$ cat src/rtl/pipeline_ctrl_pkg.sv
// Shared pipeline control types and limits.
// Used by the hazard and stall/flush control logic.
package pipeline_ctrl_pkg;

  localparam int CNT_W  = 32;
  localparam int WAIT_W = 8;
  localparam int REG_W  = 5;

  localparam logic [WAIT_W-1:0] WAIT_LIM = 8'd255;

  typedef enum logic {
    RUN      = 1'b0,
    MEM_WAIT = 1'b1
  } ctrl_state_t;

  function automatic logic [CNT_W-1:0] sat_inc(
    input logic [CNT_W-1:0] v
  );
    return (&v) ? v : v + 1'b1;
  endfunction

endpackage

$ cat src/rtl/pipeline_ctrl_hazard_detect.sv
// Load-use comparator between the ID sources and the EX load.
// Purely combinational.
module hazard_detect
  import pipeline_ctrl_pkg::*;
(
  input  logic [REG_W-1:0] id_rs1,
  input  logic [REG_W-1:0] id_rs2,
  input  logic             id_use_rs1,
  input  logic             id_use_rs2,
  input  logic [REG_W-1:0] ex_rd,
  input  logic             ex_is_load,
  input  logic             ex_wr_reg_n,
  output logic             load_use
);

  logic rs1_hit;
  logic rs2_hit;

  assign rs1_hit = id_use_rs1 && (id_rs1 == ex_rd);
  assign rs2_hit = id_use_rs2 && (id_rs2 == ex_rd);

  // Non-load writes are forwarded; x0 never carries a value.
  assign load_use = ex_is_load && !ex_wr_reg_n
                 && (ex_rd != '0)
                 && (rs1_hit || rs2_hit);

endmodule

$ cat src/rtl/pipeline_ctrl.sv
// Pipeline stall/interlock/flush control with perf counters
// and a sticky data-memory timeout flag.
module pipeline_ctrl
  import pipeline_ctrl_pkg::*;
(
  input  logic             clk,
  input  logic             rst,
  input  logic [REG_W-1:0] id_rs1,
  input  logic [REG_W-1:0] id_rs2,
  input  logic             id_use_rs1,
  input  logic             id_use_rs2,
  input  logic [REG_W-1:0] ex_rd,
  input  logic             ex_is_load,
  input  logic             ex_wr_reg_n,
  input  logic             ex_redirect,
  input  logic             dmem_req,
  input  logic             dmem_ready,
  output logic             stall,
  output logic             interlock,
  output logic             flush,
  output logic             pc_hold,
  output logic [CNT_W-1:0] stall_cnt,
  output logic [CNT_W-1:0] interlock_cnt,
  output logic [CNT_W-1:0] flush_cnt,
  output logic             mem_timeout
);

  ctrl_state_t       state;
  logic              pending_flush;
  logic [WAIT_W-1:0] wait_cnt;
  logic [WAIT_W-1:0] wait_nxt;
  logic              mem_stall;
  logic              load_use;
  logic              stall_c;
  logic              interlock_c;
  logic              flush_c;

  hazard_detect u_hazard (
    .id_rs1      (id_rs1),
    .id_rs2      (id_rs2),
    .id_use_rs1  (id_use_rs1),
    .id_use_rs2  (id_use_rs2),
    .ex_rd       (ex_rd),
    .ex_is_load  (ex_is_load),
    .ex_wr_reg_n (ex_wr_reg_n),
    .load_use    (load_use)
  );

  assign mem_stall = dmem_req && !dmem_ready;

  // Priority: memory stall, then redirect (live or pending), then load-use.
  always_comb begin
    stall_c     = 1'b0;
    interlock_c = 1'b0;
    flush_c     = 1'b0;
    if (!rst) begin
      if (mem_stall)
        stall_c = 1'b1;
      else if (ex_redirect || pending_flush)
        flush_c = 1'b1;
      else if (load_use)
        interlock_c = 1'b1;
    end
  end

  assign stall     = stall_c;
  assign interlock = interlock_c;
  assign flush     = flush_c;
  assign pc_hold   = stall_c || interlock_c;

  assign wait_nxt = (wait_cnt == WAIT_LIM)
                  ? wait_cnt : wait_cnt + 1'b1;

  always_ff @(posedge clk) begin
    if (rst) begin
      state         <= RUN;
      pending_flush <= 1'b0;
      wait_cnt      <= '0;
      stall_cnt     <= '0;
      interlock_cnt <= '0;
      flush_cnt     <= '0;
      mem_timeout   <= 1'b0;
    end else begin
      if (stall_c)
        stall_cnt <= sat_inc(stall_cnt);
      if (interlock_c)
        interlock_cnt <= sat_inc(interlock_cnt);
      if (flush_c)
        flush_cnt <= sat_inc(flush_cnt);

      if (mem_stall)
        pending_flush <= pending_flush || ex_redirect;
      else
        pending_flush <= 1'b0;

      unique case (state)
        RUN: begin
          if (mem_stall) begin
            state    <= MEM_WAIT;
            wait_cnt <= '0;
          end
        end
        MEM_WAIT: begin
          if (dmem_ready) begin
            state <= RUN;
          end else begin
            wait_cnt <= wait_nxt;
            if (wait_nxt == WAIT_LIM)
              mem_timeout <= 1'b1;
          end
        end
        default: state <= RUN;
      endcase
    end
  end

endmodule

$ cat config.mk
export PLATFORM = sky130hd
export DESIGN_NAME = pipeline_ctrl
export DESIGN_NICKNAME = d
export VERILOG_FILES = /design/src/rtl/pipeline_ctrl_pkg.sv /design/src/rtl/pipeline_ctrl_hazard_detect.sv /design/src/rtl/pipeline_ctrl.sv
export SDC_FILE = /design/constraint.sdc
export NUM_CORES = 1
export LEC_CHECK = 0
export ABC_AREA = 1
export CELL_PAD_IN_SITES_DETAIL_PLACEMENT = 2
export CELL_PAD_IN_SITES_GLOBAL_PLACEMENT = 2
export CORE_MARGIN = 4
export CORE_UTILIZATION = 25
export CTS_BUF_LIST = sky130_fd_sc_hd__clkbuf_4
export CTS_CLUSTER_DIAMETER = 150
export DETAILED_ROUTE_END_ITERATION = 10
export PLACE_DENSITY = 0.78
export SYNTH_ARGS = -nofsm -noshare
export SYNTH_HDL_FRONTEND = slang
export SYNTH_SLANG_ARGS = --single-unit
$ cat constraint.sdc
create_clock -name clk -period 1.8 [get_ports clk]
set_clock_uncertainty 0.05 [all_clocks]
set_input_delay 0.36 -clock clk [delete_from_list [all_inputs] [get_ports clk]]
set_output_delay 0.36 -clock clk [all_outputs]
set_load 0.05 [all_outputs]
==> results of run 1 <==
[metal layers]
| layer | part of all wire (%) | up-vias | track usage [%] |
|---|---|---|---|
| li1 | - | 4022 | - |
| met1 | 42 | 4232 | 25.4 |
| met2 | 53 | 138 | 38.9 |
| met3 | 2.1 | 52 | 2.11 |
| met4 | 2.4 | 0 | 3.82 |
| met5 | 0 | - | 0 |
[flip-flops by register name (all words and copies together) (netlist names)]
signal / flops
flush_cnt: 32
interlock_cnt: 32
mem_timeout: 1
pending_flush: 1
stall_cnt: 32
state: 1
wait_cnt: 8
[cells in the mapped netlist (5+ instances only)]
| library cell | n |
|---|---|
| sky130_fd_sc_hd__nor2_4 | 5 |
| sky130_fd_sc_hd__nor2_1 | 181 |
| sky130_fd_sc_hd__xor2_1 | 26 |
| sky130_fd_sc_hd__a21oi_1 | 75 |
| sky130_fd_sc_hd__nand2_2 | 5 |
| sky130_fd_sc_hd__nor3_1 | 40 |
| sky130_fd_sc_hd__inv_2 | 15 |
| sky130_fd_sc_hd__nand3_1 | 59 |
| sky130_fd_sc_hd__nand4_1 | 25 |
| sky130_fd_sc_hd__clkbuf_1 | 11 |
| sky130_fd_sc_hd__o21ai_0 | 15 |
| sky130_fd_sc_hd__buf_6 | 5 |
| sky130_fd_sc_hd__nand2_1 | 343 |
| sky130_fd_sc_hd__inv_1 | 124 |
| sky130_fd_sc_hd__xnor2_1 | 10 |
| sky130_fd_sc_hd__dfxtp_1 | 107 |
[per-stage QoR]
stage	cell area [um^2]	power, mW	instances
2_1_floorplan	6700	2.62	1083
3_3_place_gp	9110	2.83	1650
3_5_place_dp	9110	2.84	1650
4_1_cts	9700	4.38	1689
5_1_grt	10700	4.54	1729
6_report	10700	4.37	1729
[how the worst min path moves through the flow]
stage	startpoint	endpoint	slack (ns)	cells after the start
2_1_floorplan	wait_cnt[7]	wait_cnt[7]	0.41	2
3_3_place_gp	mem_timeout	mem_timeout	0.39	2
3_5_place_dp	mem_timeout	mem_timeout	0.40	2
4_1_cts	rst	interlock_cnt[25]	0.17	3
5_1_grt	rst	interlock_cnt[25]	0.20	3
6_report	rst	interlock_cnt[25]	0.21	3
[power breakdown]
| part | switching, mW | internal [mW] |
|---|---|---|
| Sequential | 0.00818 | 2.35 |
| Clock | 0.935 | 0.570 |
| Combinational | 0.289 | 0.217 |
| Total | 1.23 | 3.13 |
[logic make-up after synthesis]
group | count (synthesis)
AOI/OAI and AO/OA | 96
xor gates and xnor gates | 36
adders and majority gates | 4
and+or+nand+nor | 677
buffers and inverters | 163
DFF | 107
[worst register-to-register path, cell delays in order (launching register included)]
cell and delay (ns):
sky130_fd_sc_hd__dfxtp_2 0.35, sky130_fd_sc_hd__inv_2 0.04, sky130_fd_sc_hd__nand2_2 0.05, sky130_fd_sc_hd__inv_2 0.05, sky130_fd_sc_hd__nand4_1 0.21, sky130_fd_sc_hd__nor2_2 0.25, sky130_fd_sc_hd__nand2_4 0.12, sky130_fd_sc_hd__buf_4 0.16
sky130_fd_sc_hd__buf_6 0.14, sky130_fd_sc_hd__nor2_4 0.13, sky130_fd_sc_hd__buf_12 0.16, sky130_fd_sc_hd__buf_8 0.13, sky130_fd_sc_hd__nand4_1 0.08, sky130_fd_sc_hd__nand2_1 0.07, sky130_fd_sc_hd__nor2_1 0.07
[area by class of cell]
| class | instances | area, um^2 | area share, % |
|---|---|---|---|
| clock buffers | 10 | 75.1 | 0.699 |
| repair buffers | 321 | 2770 | 25.8 |
| inverters | 140 | 549 | 5.12 |
| diodes | 1 | 2.50 | 0.0233 |
| multi-input cells | 815 | 4540 | 42.3 |
| clock inverters | 5 | 80.1 | 0.746 |
| flip-flops and latches | 107 | 2300 | 21.5 |
| well taps | 330 | 413 | 3.85 |
[what timing repair did]
item	in CTS	in global routing
setup buffers	25	38
cloned	2	4
endpoints found under the setup margin	86	97
pin swaps	27	77
resized for setup	68	196
hold buffers	0	0
endpoints found under the hold margin	0	0
==> metrics.txt, run 1 <==
via count of the first global-routing pass 8,925; cell repeated most along the worst path sky130_fd_sc_hd__nand2_4; sum of buffers and inverters on the critical path 2; class of the tightest hold or removal check input port to flop; # Max-Cap Violations 0; std cell rows 58; top_reg_cell synth sky130_fd_sc_hd__dfxtp_1; startpoint of the worst setup timing path ex_wr_reg_n; launch point of the worst reg-to-reg path pending_flush; number of clock buffers inserted by TritonCTS 9; setup TNS after final layout -8.14 ns; cell types occupying the most area after synthesis sky130_fd_sc_hd__dfxtp_1 33%, sky130_fd_sc_hd__nand2_1 20%, sky130_fd_sc_hd__nor2_1 10%, sky130_fd_sc_hd__inv_1 7.1%, sky130_fd_sc_hd__a21oi_1 5.7%; combinational family with the most area after synthesis simple AND/OR/NAND/NOR gates; type of element capturing the critical path primary output; clk slew on worst S/H paths 0.18 ns; post-route minimum period between 2 and 2.5 ns; Filler cells approximately 3.0k; area leader, netlist sky130_fd_sc_hd__dfxtp_1; Final Cycle Share 123%; number of design rule violations left after detail routing 0; TritonCTS clock tree built; die outline height 170 um; fraction of the mapped netlist area in simple logic gates 44.2%; total number of nets in the final design 1,422; critical path launch point type input port; worst stage delay on the critical path 0.45 ns; power per cell area roughly 400 nW/um^2; path type of the worst setup path input port to primary output; most frequent cells in the layout 300 x sky130_fd_sc_hd__nand2_1, 263 x sky130_fd_sc_hd__buf_4, 136 x sky130_fd_sc_hd__nor2_1; antenna viol nets, final 0; mux cell area share after synthesis 0%; top-level I/O count 125; detail-routed via count per cell 4.88; Port Buf Inserts 124; count of cell instances traversed by the critical path 7; outcome finished, violations left; setup repair after global routing missed its margin true; hold_ws roughly 0.21 ns; Pre-Repair DR Iteration Count 4; number of antenna violations at the first check in global routing 1; Detailed Route Iter0 Violations 413; Worst Reg-to-Reg Cells 14; CTS HTree Levels 3; average size of a mapped cell 6.05 um^2; RePlAce Congestion between 0.8 and 0.9; actual slew at the worst max-slew pin between 0.6 and 0.7 ns; synthesis-to-layout area growth 63.9%; mean routed wirelength per cell 20.5 um; final wirelength 35,500 um; Final setup viols 58; Hold Violations, Final 0; final core area utilization 42.1%; placeable core region 25,500 um^2; Worst Path Required around 1.4 ns; Synth warnings 0; fraction of final layout cells sized beyond drive strength 1 42.6%; # clock sinks ~110; Post-Synthesis Cell Area about 6500 um^2; gate family responsible for the most delay along the worst path simple AND/OR/NAND/NOR gates; PnR worst setup slack -0.415 ns; synthesized-area fraction occupied by ao, oa, aoi and oai cells under 10%; cell with the biggest individual delay on the critical path sky130_fd_sc_hd__clkdlybuf4s50_1; Setup WS pre-CTS -0.714 ns; clk root buf sky130_fd_sc_hd__clkbuf_4; detailed placer's ending HPWL between 20,000 and 25,000 um; starting density of the core 25.7%; total nets after synthesis 1,111; number of enable flip-flop cells after synthesis 0; max frequency 0.452 GHz; total global-route track usage 20.6%; Max Slew Vio Count 0; cell-by-cell listing of the critical path clkdlybuf4s50_1 -> nor2_4 -> nand4_1 -> nor2_2 -> nand2_4 -> nand2_4 -> buf_12; most common cell after layout, fill and taps aside sky130_fd_sc_hd__nand2_1; Arrival @ worst endpoint 1.80 ns; total global routing overflow 0; leakage component of the power 4.59 nW; number of flip-flops and latches in the synthesized netlist between 100 and 150; total number of vias 8,444; maximum vdd drop 0.283 mV; largest net degree at the start of global routing 52; worst-case register-to-register setup slack -0.35 ns; async set-or-reset flop fraction in the synthesized netlist 0%; clk buf depth 2; sequential area share after synthesis between 30 and 40%; post-synth top area share 32.7%; count of different cell masters after synthesis 34; capture point of the worst reg-to-reg path interlock_cnt[7]; area of the die 28,800 um^2; largest driver fanout on the critical path 3; Worst slew margin 54.9%; violations in the final reports negative setup slack; post-synthesis share of cell area spent on xor and xnor gates around 4.8%; number of instances in the synthesized netlist ~1.1k; termination of the worst setup path pc_hold; Clock Latency Late Sink 0.51 ns; die width 170 um; first-pass GRT wire length 48,200 um; adder-cell share of the synthesized area 0.764%
Note: power is estimated with default switching activity, not from simulation.
==> run 2: changes to the inputs <==
CTS_CLUSTER_DIAMETER = 60   (was 150)
==> results of run 2 <==
Same layout as run 1: the final DEF is identical, and so are final timing and power.
